File: src/rtl/wshb_arb_pkg.sv
// Shared types and constants for the two-requester Wishbone arbiter.
package wshb_arb_pkg;

    typedef enum logic [1:0] {
        IDLE = 2'd0,
        GNT0 = 2'd1,
        GNT1 = 2'd2
    } arb_state_t;

    localparam logic [2:0] CTI_CLASSIC = 3'b000;
    localparam logic [2:0] CTI_INCR    = 3'b010;
    localparam logic [2:0] CTI_EOB     = 3'b111;

endpackage

File: src/rtl/wshb_if.sv
// Wishbone B4 bus bundle; master drives the request side, slave the response side.
interface wshb_if #(
    parameter int DATA_BYTES = 4
) ();

    logic                    cyc;
    logic                    stb;
    logic                    we;
    logic [31:0]             adr;
    logic [DATA_BYTES-1:0]   sel;
    logic [8*DATA_BYTES-1:0] dat_ms;
    logic [8*DATA_BYTES-1:0] dat_sm;
    logic                    ack;
    logic                    err;
    logic                    rty;
    logic [2:0]              cti;
    logic [1:0]              bte;

    modport master (
        output cyc, stb, we, adr, sel, dat_ms, cti, bte,
        input  dat_sm, ack, err, rty
    );

    modport slave (
        input  cyc, stb, we, adr, sel, dat_ms, cti, bte,
        output dat_sm, ack, err, rty
    );

endinterface

File: src/rtl/wshb_arb_rr.sv
// Two-way grant FSM: holds the owner while its cyc stays high, hands over
// directly on release, and breaks ties by fixed priority or round-robin.
module wshb_arb_rr
    import wshb_arb_pkg::*;
#(
    parameter bit FIXED_PRIO = 1'b0
) (
    input  logic       clk_i,
    input  logic       rst_i,
    input  logic [1:0] req_i,
    output arb_state_t state_o,
    output logic [1:0] gnt_o
);

    arb_state_t state_q, state_d;
    logic       last_srv_q, last_srv_d;

    always_ff @(posedge clk_i) begin
        if (rst_i) begin
            state_q    <= IDLE;
            last_srv_q <= 1'b1;
        end else begin
            state_q    <= state_d;
            last_srv_q <= last_srv_d;
        end
    end

    always_comb begin
        state_d = state_q;
        case (state_q)
            IDLE: begin
                if (req_i == 2'b11) begin
                    // Round-robin favours whoever was not served last.
                    state_d = (FIXED_PRIO || last_srv_q) ? GNT0 : GNT1;
                end else if (req_i[0]) begin
                    state_d = GNT0;
                end else if (req_i[1]) begin
                    state_d = GNT1;
                end
            end
            GNT0: begin
                if (!req_i[0]) begin
                    state_d = req_i[1] ? GNT1 : IDLE;
                end
            end
            GNT1: begin
                if (!req_i[1]) begin
                    state_d = req_i[0] ? GNT0 : IDLE;
                end
            end
            default: state_d = IDLE;
        endcase
    end

    always_comb begin
        last_srv_d = last_srv_q;
        if (state_d == GNT0) begin
            last_srv_d = 1'b0;
        end else if (state_d == GNT1) begin
            last_srv_d = 1'b1;
        end
    end

    assign state_o = state_q;
    assign gnt_o   = {state_q == GNT1, state_q == GNT0};

endmodule

File: src/rtl/wshb_arbiter.sv
// Shares one Wishbone slave between two masters; the grant FSM lives in
// wshb_arb_rr, this level only steers the bus signals from the registered state.
module wshb_arbiter
    import wshb_arb_pkg::*;
#(
    parameter int DATA_BYTES = 4,
    parameter bit FIXED_PRIO = 1'b0
) (
    input  logic       clk,
    input  logic       rst,
    wshb_if.slave      wshb_ifs0,
    wshb_if.slave      wshb_ifs1,
    wshb_if.master     wshb_ifm,
    output logic [1:0] gnt
);

    arb_state_t state;

    wshb_arb_rr #(
        .FIXED_PRIO (FIXED_PRIO)
    ) u_rr (
        .clk_i   (clk),
        .rst_i   (rst),
        .req_i   ({wshb_ifs1.cyc, wshb_ifs0.cyc}),
        .state_o (state),
        .gnt_o   (gnt)
    );

    always_comb begin
        wshb_ifm.cyc    = 1'b0;
        wshb_ifm.stb    = 1'b0;
        wshb_ifm.we     = 1'b0;
        wshb_ifm.adr    = 32'd0;
        wshb_ifm.sel    = {DATA_BYTES{1'b0}};
        wshb_ifm.dat_ms = {(8*DATA_BYTES){1'b0}};
        wshb_ifm.cti    = CTI_CLASSIC;
        wshb_ifm.bte    = 2'b00;
        case (state)
            GNT0: begin
                wshb_ifm.cyc    = wshb_ifs0.cyc;
                wshb_ifm.stb    = wshb_ifs0.stb;
                wshb_ifm.we     = wshb_ifs0.we;
                wshb_ifm.adr    = wshb_ifs0.adr;
                wshb_ifm.sel    = wshb_ifs0.sel;
                wshb_ifm.dat_ms = wshb_ifs0.dat_ms;
                wshb_ifm.cti    = wshb_ifs0.cti;
                wshb_ifm.bte    = wshb_ifs0.bte;
            end
            GNT1: begin
                wshb_ifm.cyc    = wshb_ifs1.cyc;
                wshb_ifm.stb    = wshb_ifs1.stb;
                wshb_ifm.we     = wshb_ifs1.we;
                wshb_ifm.adr    = wshb_ifs1.adr;
                wshb_ifm.sel    = wshb_ifs1.sel;
                wshb_ifm.dat_ms = wshb_ifs1.dat_ms;
                wshb_ifm.cti    = wshb_ifs1.cti;
                wshb_ifm.bte    = wshb_ifs1.bte;
            end
            default: ;
        endcase
    end

    // Responses follow the current owner, so an ack in its final cycle still lands.
    always_comb begin
        wshb_ifs0.ack    = (state == GNT0) && wshb_ifm.ack;
        wshb_ifs0.err    = (state == GNT0) && wshb_ifm.err;
        wshb_ifs0.rty    = (state == GNT0) && wshb_ifm.rty;
        wshb_ifs1.ack    = (state == GNT1) && wshb_ifm.ack;
        wshb_ifs1.err    = (state == GNT1) && wshb_ifm.err;
        wshb_ifs1.rty    = (state == GNT1) && wshb_ifm.rty;
        wshb_ifs0.dat_sm = wshb_ifm.dat_sm;
        wshb_ifs1.dat_sm = wshb_ifm.dat_sm;
    end

endmodule

File: src/flat_wrapper.sv
// flat-port wrapper written by rule: the top's interface ports become plain ports
module wshb_arbiter_flat import wshb_arb_pkg::*;
#(
    parameter int DATA_BYTES = 4,
    parameter bit FIXED_PRIO = 1'b0
)
  (clk, rst, gnt, wshb_ifs0_cyc, wshb_ifs0_stb, wshb_ifs0_we, wshb_ifs0_adr, wshb_ifs0_sel, wshb_ifs0_dat_ms, wshb_ifs0_cti, wshb_ifs0_bte, wshb_ifs0_dat_sm, wshb_ifs0_ack, wshb_ifs0_err, wshb_ifs0_rty, wshb_ifs1_cyc, wshb_ifs1_stb, wshb_ifs1_we, wshb_ifs1_adr, wshb_ifs1_sel, wshb_ifs1_dat_ms, wshb_ifs1_cti, wshb_ifs1_bte, wshb_ifs1_dat_sm, wshb_ifs1_ack, wshb_ifs1_err, wshb_ifs1_rty, wshb_ifm_cyc, wshb_ifm_stb, wshb_ifm_we, wshb_ifm_adr, wshb_ifm_sel, wshb_ifm_dat_ms, wshb_ifm_cti, wshb_ifm_bte, wshb_ifm_dat_sm, wshb_ifm_ack, wshb_ifm_err, wshb_ifm_rty);
  wshb_if #(.DATA_BYTES(DATA_BYTES)) wshb_ifs0_i ();
  wshb_if #(.DATA_BYTES(DATA_BYTES)) wshb_ifs1_i ();
  wshb_if #(.DATA_BYTES(DATA_BYTES)) wshb_ifm_i ();
  input  logic clk;
  input  logic rst;
  output logic [1:0] gnt;
  input wire logic [$bits(wshb_ifs0_i.cyc)-1:0] wshb_ifs0_cyc;
  input wire logic [$bits(wshb_ifs0_i.stb)-1:0] wshb_ifs0_stb;
  input wire logic [$bits(wshb_ifs0_i.we)-1:0] wshb_ifs0_we;
  input wire logic [$bits(wshb_ifs0_i.adr)-1:0] wshb_ifs0_adr;
  input wire logic [$bits(wshb_ifs0_i.sel)-1:0] wshb_ifs0_sel;
  input wire logic [$bits(wshb_ifs0_i.dat_ms)-1:0] wshb_ifs0_dat_ms;
  input wire logic [$bits(wshb_ifs0_i.cti)-1:0] wshb_ifs0_cti;
  input wire logic [$bits(wshb_ifs0_i.bte)-1:0] wshb_ifs0_bte;
  output wire logic [$bits(wshb_ifs0_i.dat_sm)-1:0] wshb_ifs0_dat_sm;
  output wire logic [$bits(wshb_ifs0_i.ack)-1:0] wshb_ifs0_ack;
  output wire logic [$bits(wshb_ifs0_i.err)-1:0] wshb_ifs0_err;
  output wire logic [$bits(wshb_ifs0_i.rty)-1:0] wshb_ifs0_rty;
  input wire logic [$bits(wshb_ifs1_i.cyc)-1:0] wshb_ifs1_cyc;
  input wire logic [$bits(wshb_ifs1_i.stb)-1:0] wshb_ifs1_stb;
  input wire logic [$bits(wshb_ifs1_i.we)-1:0] wshb_ifs1_we;
  input wire logic [$bits(wshb_ifs1_i.adr)-1:0] wshb_ifs1_adr;
  input wire logic [$bits(wshb_ifs1_i.sel)-1:0] wshb_ifs1_sel;
  input wire logic [$bits(wshb_ifs1_i.dat_ms)-1:0] wshb_ifs1_dat_ms;
  input wire logic [$bits(wshb_ifs1_i.cti)-1:0] wshb_ifs1_cti;
  input wire logic [$bits(wshb_ifs1_i.bte)-1:0] wshb_ifs1_bte;
  output wire logic [$bits(wshb_ifs1_i.dat_sm)-1:0] wshb_ifs1_dat_sm;
  output wire logic [$bits(wshb_ifs1_i.ack)-1:0] wshb_ifs1_ack;
  output wire logic [$bits(wshb_ifs1_i.err)-1:0] wshb_ifs1_err;
  output wire logic [$bits(wshb_ifs1_i.rty)-1:0] wshb_ifs1_rty;
  output wire logic [$bits(wshb_ifm_i.cyc)-1:0] wshb_ifm_cyc;
  output wire logic [$bits(wshb_ifm_i.stb)-1:0] wshb_ifm_stb;
  output wire logic [$bits(wshb_ifm_i.we)-1:0] wshb_ifm_we;
  output wire logic [$bits(wshb_ifm_i.adr)-1:0] wshb_ifm_adr;
  output wire logic [$bits(wshb_ifm_i.sel)-1:0] wshb_ifm_sel;
  output wire logic [$bits(wshb_ifm_i.dat_ms)-1:0] wshb_ifm_dat_ms;
  output wire logic [$bits(wshb_ifm_i.cti)-1:0] wshb_ifm_cti;
  output wire logic [$bits(wshb_ifm_i.bte)-1:0] wshb_ifm_bte;
  input wire logic [$bits(wshb_ifm_i.dat_sm)-1:0] wshb_ifm_dat_sm;
  input wire logic [$bits(wshb_ifm_i.ack)-1:0] wshb_ifm_ack;
  input wire logic [$bits(wshb_ifm_i.err)-1:0] wshb_ifm_err;
  input wire logic [$bits(wshb_ifm_i.rty)-1:0] wshb_ifm_rty;
  assign wshb_ifs0_i.cyc = wshb_ifs0_cyc;
  assign wshb_ifs0_i.stb = wshb_ifs0_stb;
  assign wshb_ifs0_i.we = wshb_ifs0_we;
  assign wshb_ifs0_i.adr = wshb_ifs0_adr;
  assign wshb_ifs0_i.sel = wshb_ifs0_sel;
  assign wshb_ifs0_i.dat_ms = wshb_ifs0_dat_ms;
  assign wshb_ifs0_i.cti = wshb_ifs0_cti;
  assign wshb_ifs0_i.bte = wshb_ifs0_bte;
  assign wshb_ifs0_dat_sm = wshb_ifs0_i.dat_sm;
  assign wshb_ifs0_ack = wshb_ifs0_i.ack;
  assign wshb_ifs0_err = wshb_ifs0_i.err;
  assign wshb_ifs0_rty = wshb_ifs0_i.rty;
  assign wshb_ifs1_i.cyc = wshb_ifs1_cyc;
  assign wshb_ifs1_i.stb = wshb_ifs1_stb;
  assign wshb_ifs1_i.we = wshb_ifs1_we;
  assign wshb_ifs1_i.adr = wshb_ifs1_adr;
  assign wshb_ifs1_i.sel = wshb_ifs1_sel;
  assign wshb_ifs1_i.dat_ms = wshb_ifs1_dat_ms;
  assign wshb_ifs1_i.cti = wshb_ifs1_cti;
  assign wshb_ifs1_i.bte = wshb_ifs1_bte;
  assign wshb_ifs1_dat_sm = wshb_ifs1_i.dat_sm;
  assign wshb_ifs1_ack = wshb_ifs1_i.ack;
  assign wshb_ifs1_err = wshb_ifs1_i.err;
  assign wshb_ifs1_rty = wshb_ifs1_i.rty;
  assign wshb_ifm_cyc = wshb_ifm_i.cyc;
  assign wshb_ifm_stb = wshb_ifm_i.stb;
  assign wshb_ifm_we = wshb_ifm_i.we;
  assign wshb_ifm_adr = wshb_ifm_i.adr;
  assign wshb_ifm_sel = wshb_ifm_i.sel;
  assign wshb_ifm_dat_ms = wshb_ifm_i.dat_ms;
  assign wshb_ifm_cti = wshb_ifm_i.cti;
  assign wshb_ifm_bte = wshb_ifm_i.bte;
  assign wshb_ifm_i.dat_sm = wshb_ifm_dat_sm;
  assign wshb_ifm_i.ack = wshb_ifm_ack;
  assign wshb_ifm_i.err = wshb_ifm_err;
  assign wshb_ifm_i.rty = wshb_ifm_rty;
  wshb_arbiter #(.DATA_BYTES(DATA_BYTES), .FIXED_PRIO(FIXED_PRIO)) u_core (.clk(clk), .rst(rst), .wshb_ifs0(wshb_ifs0_i), .wshb_ifs1(wshb_ifs1_i), .wshb_ifm(wshb_ifm_i), .gnt(gnt));
endmodule
File: config.mk
export PLATFORM = sky130hd
export DESIGN_NAME = wshb_arbiter_flat
export DESIGN_NICKNAME = d
export VERILOG_FILES = /design/src/rtl/wshb_arb_pkg.sv /design/src/rtl/wshb_if.sv /design/src/rtl/wshb_arb_rr.sv /design/src/rtl/wshb_arbiter.sv /design/src/flat_wrapper.sv
export SDC_FILE = /design/constraint.sdc
export NUM_CORES = 1
export LEC_CHECK = 0
export BUFFER_PORTS_ARGS = -buffer_cell sky130_fd_sc_hd__buf_2
export CORE_AREA = 2 2 131 133
export DETAILED_ROUTE_END_ITERATION = 8
export DIE_AREA = 0 0 133 135
export PLACE_DENSITY = 0.38
export RECOVER_POWER = 25
export SLEW_MARGIN = 20
export SYNTH_ARGS = -nofsm -noshare
export SYNTH_HDL_FRONTEND = slang
export SYNTH_SLANG_ARGS = --single-unit
export TNS_END_PERCENT = 50
File: constraint.sdc
create_clock -name clk -period 1.92 [get_ports clk]
set_clock_uncertainty 0.05 [all_clocks]
set_input_delay 0.192 -clock clk [delete_from_list [all_inputs] [get_ports clk]]
set_output_delay 0.192 -clock clk [all_outputs]
set_load 0.02 [all_outputs]
==> flow_summary.yaml, run 1 <==
worst_setup_path:
  cp.required_ns: 1.68
  timing.rr.end: "u_core.u_rr.last_srv_q"
  r2r_start: "u_core.u_rr.state_o[1]"
  crit_path_start_kind: "register"
  cp-end-kind: "primary output"
  ff2ff_setup_slack_ns: 0.14
  reg2reg_depth: 8
  arrival_ns: 1.61
  worstSetupPathType: "register to primary output"
  crit_path_max_fanout: 20
logic_synthesis:
  synth_simple_gate_area_share_pct: 28.1
  synth_nets: 473
  synth_area_leaders: "a22oi_1 29%, buf_4 25%, nor2b_1 24%"
  synth_area_leader_cell: "a22oi_1"
  synth_common_cells: "77 x nor2b_1, 76 x a22oi_1, 66 x buf_4"
  muxShareOfSynthArea_pct: 1.64
  synthAdderAreaFrac_pct: 3.79
  synth_area_mm2: 0.00198
  ys_ff_latch: 3
  yosysMostFrequentCell: "nor2b_1"
  avgSynthCellArea_um2: 7.12
  synth_top_flop_cell: "dfxtp_1"
  synthCells: 278
  ys_warn_count: 0
  synth_top_family_by_area: "buffers and inverters"
  synth-xor-area-share_pct: 0
  synth_cell_type_count: 21
  netlist.area_leader.share_pct: 28.8
  synthArstFlopShare_pct: 0
  yosysSeqAreaShare_pct: 3.03
  synth_compound_area_share_pct: 31.2
  synth-edff-count: 0
drt:
  avgRoutedWirePerCell_um: 14.6
  drc: 0
  drtAntennaViolNets: 0
  vias: 2650
  initialDrtViolationCount: 76
  via_per_inst: 3.97
  drt-pass1-iter-count: 6
  wirelength_um: 9750
final_layout:
  n_antenna_cell: 0
  area_growth_pct: 63.6
  multi_input_area_mm2: 0.00134
  fill_cells: 1857
  layout-drive-gt1-share_pct: 60.4
  final_nets: 643
  area.sequential_um2: 67.6
clocking:
  cts_buffers: 3
  postCtsHoldBufs: 0
  clk_pin_slew_ns: 0.03
  h-tree-depth: 1
  clock_latency_ns: 0.22
  cts_root_buf: "clkbuf_16"
  cts_sinks: 3
  cts_tree: "yes"
  clk_path_buf_depth: 2
job:
  drv_cap: 0
die:
  dieHeight_um: 135
  core_area_mm2: 0.0164
  row_count: 47
  die_x_um: 133
  die-area_mm2: 0.0180
  io_pins: 337
  start_util_pct: 12.1
power:
  vdd_drop_max_mv: 0.347
  power_mw: 1.80
  leakage_nw: 1.56
  powerDensity_mw_per_mm2: 555
global_route:
  grt.overflow.total: 0
  grt_pass1_vias: 2587
  grt_pass1_wl_um: 13200
  grt_usage_pct: 9.14
  antenna_found_initial: 0
  grt_max_degree: 39
place:
  io_buffers: 240
  place_congestion: 0.819
  post-dp-hpwl_um: 7430
min_path:
  hp-class: "primary input to register"
  worstHoldEndpoint: "u_core.u_rr.last_srv_q"
  whs_path_depth: 2
  min-delay-start: "rst"
sta:
  post-route-period-util_pct: 96.2
  finalHoldViolCount: 0
  setup_violations: 0
  fmax_mhz: 541
  min_period_ns: 1.85
  rsz0062_at_grt: "false"
  slew_viol_final: 0
  worst_slew_pin_slew_ns: 0.227
  finalSetupTns_ns: 0
  slew-limit-headroom_pct: 84.8
  whs_ns: 0.122
run_status:
  status: "completed"
[layout by cell type, fill, tap and decap left out, drive strengths merged]
| master | Yosys | routed |
|---|---|---|
| o211ai | 1 | 1 |
| a31o | 1 | 1 |
| a31oi | 3 | 3 |
| a21o | 1 | 1 |
| or2 | 1 | 1 |
| and2 | 6 | 6 |
| ha | 6 | 6 |
| nor2b | 77 | 77 |
| nand2 | 2 | 2 |
| buf | 87 | 253 |
| a22oi | 76 | 76 |
| inv | 3 | 3 |
| nand2b | 2 | 2 |
| mux2i | 1 | 1 |
| mux2 | 2 | 2 |
| clkbuf | 3 | 6 |
| o21ai | 1 | 1 |
| nand3 | 2 | 2 |
| dfxtp | 3 | 3 |
[metal layers]
layer / part of all wire [%] / GRT usage (%)
met5: 0 / 0
met4: 2.2 / 3.29
met1: 36 / 9.15
met3: 7.8 / 2.25
met2: 54 / 18.2
[power by group]
group | internal, mW | total (mW) | switching [mW] | leakage [nW]
Combinational | 0.669 | 1.38 | 0.709 | 1.50
Sequential | 0.0750 | 0.0895 | 0.0145 | 0.0260
Clock | 0.274 | 0.331 | 0.0572 | 0.0382
Total | 1.02 | 1.80 | 0.781 | 1.56
[what timing repair did]
| action | 4_1_cts | 5_1_grt |
|---|---|---|
| resized for setup | 8 | 11 |
| gates cloned | 1 | 2 |
| setup buffers | 0 | 3 |
| pin swaps | 1 | 1 |
| endpoints found under the setup margin | 43 | 26 |
[cell families (layout without fill, tap and decap cells)]
group / after synthesis / in the layout
buf+inv: 93 / 262
flops: 3 / 3
compound gates: 83 / 83
fa+ha+maj: 6 / 6
mux: 3 / 3
simple gates: 90 / 90
[sequential cells by signal, summed over array words and instances, names as in the netlist]
| register | count |
|---|---|
| u_core.u_rr.last_srv_q | 1 |
| u_core.u_rr.state_o | 2 |
[critical path, cell delays in order (launching register included)]
cell and delay, ns:
dfxtp_4 0.37, inv_2 0.08, ha_4 0.35, buf_12 0.17
nor2b_1 0.20, buf_2 0.19
[stage by stage]
stage                     utilization (%)  area (um^2)  instances  worst slack [ns]
after floorplan                         -         1980        278           0.00660
after global placement               18.2         2990        657             0.109
after detailed placement             18.2         2990        657            0.0831
after CTS                            19.1         3140        662            0.0226
after global routing                 19.7         3240        667          0.000564
final                                19.7         3240        667            0.0725
[worst max-delay path by stage]
stage | slack, ns | startpoint | end | cells after the start
2_1_floorplan | 0.007 | u_core.u_rr.state_o[0] | u_core.u_rr.last_srv_q | 9
3_3_place_gp | 0.11 | u_core.u_rr.state_o[1] | u_core.u_rr.last_srv_q | 8
3_5_place_dp | 0.08 | u_core.u_rr.state_o[1] | u_core.u_rr.last_srv_q | 8
4_1_cts | 0.02 | u_core.u_rr.state_o[1] | wshb_ifm_dat_ms[22] | 5
5_1_grt | 0.0006 | u_core.u_rr.state_o[1] | wshb_ifm_dat_ms[25] | 7
6_report | 0.07 | u_core.u_rr.state_o[1] | wshb_ifm_dat_ms[4] | 5
[area by class of cell]
class                           instances  share of cell area [%]
Timing Repair Buffer                  255                    45.4
Multi-Input combinational cell        182                    41.3
Tap cell                              220                    8.50
Clock buffer                            4                    2.43
Sequential cell                         3                    2.09
Inverter                                3                   0.348
Power figures use the tool's default switching activity.
==> run 2, diff against run 1 <==
--- a/config.mk
+++ b/config.mk
@@ -5,6 +5,7 @@
 export SDC_FILE = /design/constraint.sdc
 export NUM_CORES = 1
 export LEC_CHECK = 0
+export ABC_AREA = 1
 export BUFFER_PORTS_ARGS = -buffer_cell sky130_fd_sc_hd__buf_2
 export CORE_AREA = 2 2 131 133
 export DETAILED_ROUTE_END_ITERATION = 8
==> constraint.sdc (replaced) <==
create_clock -name clk -period 1.7 [get_ports clk]
set_clock_uncertainty 0.05 [all_clocks]
set_input_delay 0.17 -clock clk [delete_from_list [all_inputs] [get_ports clk]]
set_output_delay 0.17 -clock clk [all_outputs]
set_load 0.02 [all_outputs]
==> flow_summary.yaml, run 2 <==
logic_synthesis:
  synth-edff-count: 0
  synthArstFlopShare_pct: 0
  synth_common_cells: "156 x nand2_1, 67 x a21oi_1, 66 x buf_4"
  synth_area_mm2: 0.00198
  synthCells: 369
  synth_area_leaders: "nand2_1 30%, buf_4 25%, a21oi_1 17%"
  netlist.area_leader.share_pct: 29.5
  yosysSeqAreaShare_pct: 3.03
  ys_warn_count: 0
  avgSynthCellArea_um2: 5.37
  synth_nets: 564
  synth_top_flop_cell: "dfxtp_1"
  synth_cell_type_count: 19
  ys_ff_latch: 3
  yosysMostFrequentCell: "nand2_1"
  synth_area_leader_cell: "nand2_1"
power:
  p_sw_mw: 1.31
  seqPwrFrac_pct: 4.0
  combinationalPowerShare_pct: 82.6
  powerDensity_mw_per_mm2: 666
  leakage_nw: 1.87
  power_mw: 2.80
  p_int_mw: 1.49
  vdd_drop_max_mv: 0.782
  swShare_pct: 46.8
  power_frac_clock_pct: 13.4
die:
  die_x_um: 133
  die-area_mm2: 0.0180
  dieHeight_um: 135
  start_util_pct: 12.1
  core_area_mm2: 0.0164
  row_count: 47
  io_pins: 337
final_layout:
  area.sequential_um2: 67.6
  multi_input_area_mm2: 0.00158
  final_cell_mix: "159 x buf_2, 130 x nand2_1, 71 x buf_4, 57 x a21oi_2, 37 x nand2_2"
  largest_reg_flops: 2
  fin_util_pct: 25.6
  fill_cells: 1820
  area_growth_pct: 112
  final_common_cell: "buf_2"
  layout-drive-gt1-share_pct: 69.9
  final_nets: 755
  fin_area_mm2: 0.00421
drt:
  via_per_inst: 3.82
  wl_met3_um: 634
  drtAntennaViolNets: 0
  avgRoutedWirePerCell_um: 13.7
  vias: 2980
  wl_met1_um: 3980
  drt-pass1-iter-count: 4
  initialDrtViolationCount: 63
  drc: 0
  routed.top_layer: "met4"
  wirelength_um: 10700
  wl_met2_um: 5910
worst_setup_path:
  r2r_start: "u_core.u_rr.state_o[1]"
  path_cells: "buf_12 > ha_4 > buf_12 > buf_12 > nand2_1 > a21oi_2 > buf_4"
  cpMostUsedCell: "buf_12"
  max_stage_delay_ns: 0.37
  crit_path_max_fanout: 10
  cp-end-kind: "primary output"
  reg2reg_depth: 10
  crit_path_start_kind: "register"
  ff2ff_setup_slack_ns: -0.02
  worstSetupPathType: "register to primary output"
  cp.required_ns: 1.48
  timing.rr.end: "u_core.u_rr.last_srv_q"
  crit_slowest_cell: "dfxtp_4"
  arrival_ns: 1.55
clocking:
  h-tree-depth: 1
  clk_path_buf_depth: 2
  postCtsHoldBufs: 0
  cts_sinks: 3
  clock_latency_ns: 0.22
  cts_root_buf: "clkbuf_16"
  cts_buffers: 3
  cts_tree: "yes"
  clk_pin_slew_ns: 0.03
sta:
  slew_viol_final: 0
  post-route-period-util_pct: 104
  slew-limit-headroom_pct: 87.7
  setup_violations: 64
  fmax_mhz: 565
  rsz0062_at_grt: "true"
  min_period_ns: 1.77
  finalHoldViolCount: 0
  whs_ns: 0.0917
  worst_slew_pin_slew_ns: 0.185
  fin_ws_ns: -0.0714
  finalSetupTns_ns: -1.66
min_path:
  hp-class: "primary input to register"
  whs_path_depth: 2
  min-delay-start: "rst"
  worstHoldEndpoint: "u_core.u_rr.state_o[1]"
run_status:
  status: "complete, but fails checks"
  violations: "setup timing"
job:
  drv_cap: 0
global_route:
  antenna_found_initial: 1
  grt_max_degree: 38
  grt_pass1_vias: 2908
  grt.overflow.total: 0
  grt_usage_pct: 9.94
  grt_pass1_wl_um: 14400
place:
  place_area_mm2: 0.00302
  post-dp-hpwl_um: 6860
  io_buffers: 240
  place_congestion: 0.690
run 2: logic make-up after synthesis:
family                     share of synthesized area, %
buffers and inverters                              35.5
and+or+nand+nor                                    35.1
AOI/OAI and AO/OA                                  22.6
DFF                                                3.03
adders and majority gates                          3.79
run 2: per-layer routing:
metal | track usage, % | up-vias
met5 | 0 | -
met4 | 2.09 | 0
met3 | 1.69 | 22
met2 | 20.8 | 147
met1 | 10.1 | 1325
li1 | - | 1486
run 2: what timing repair did:
item | 4_1_cts | 5_1_grt
pin swaps | 8 | 13
buffers inserted | 6 | 2
gates resized for setup | 119 | 104
gates cloned | 7 | 5
setup endpoints to repair | 80 | 80
run 2: layout make-up:
class | count | share of cell area (%)
Antenna cell | 1 | 0.0595
Clock buffer | 4 | 1.87
Inverter | 14 | 1.61
Multi-Input combinational cell | 262 | 37.5
Sequential cell | 3 | 1.61
Tap cell | 220 | 6.55
Timing Repair Buffer | 276 | 50.8
run 2: worst max-delay path, delay by kind of cell, from the launching register on:
kind / cells / cell delay [ns]
compound gates: 1 / 0.13
fa+ha+maj: 1 / 0.18
buf+inv: 4 / 0.54
flops: 1 / 0.37
simple gates: 1 / 0.11
run 2: power groups by stage:
stage                     Combinational (mW)  Clock, mW  Sequential (mW)
after detailed placement                1.43          0            0.107
after global placement                  1.45          0            0.108
final                                   2.31      0.377            0.112
after global routing                    2.48      0.392            0.113
after CTS                               2.01      0.384            0.111
after floorplan                         1.08          0            0.104
run 2: metrics by stage:
stage	cells	setup slack [ns]
floorplan	369	-0.0365
global placement	755	-0.0235
detailed placement	755	-0.0128
CTS	772	-0.0721
global route	779	-0.123
finish	780	-0.0714
run 2: how the worst max path moves through the flow:
| stage | startpoint | end | cells past startpoint |
|---|---|---|---|
| final | u_core.u_rr.state_o[1] | wshb_ifm_sel[0] | 7 |
| after global routing | u_core.u_rr.state_o[0] | wshb_ifm_dat_ms[14] | 7 |
| after CTS | u_core.u_rr.state_o[1] | wshb_ifm_sel[0] | 7 |
| after detailed placement | u_core.u_rr.state_o[1] | u_core.u_rr.last_srv_q | 10 |
| after global placement | u_core.u_rr.state_o[1] | u_core.u_rr.last_srv_q | 10 |
| after floorplan | u_core.u_rr.state_o[0] | u_core.u_rr.last_srv_q | 11 |
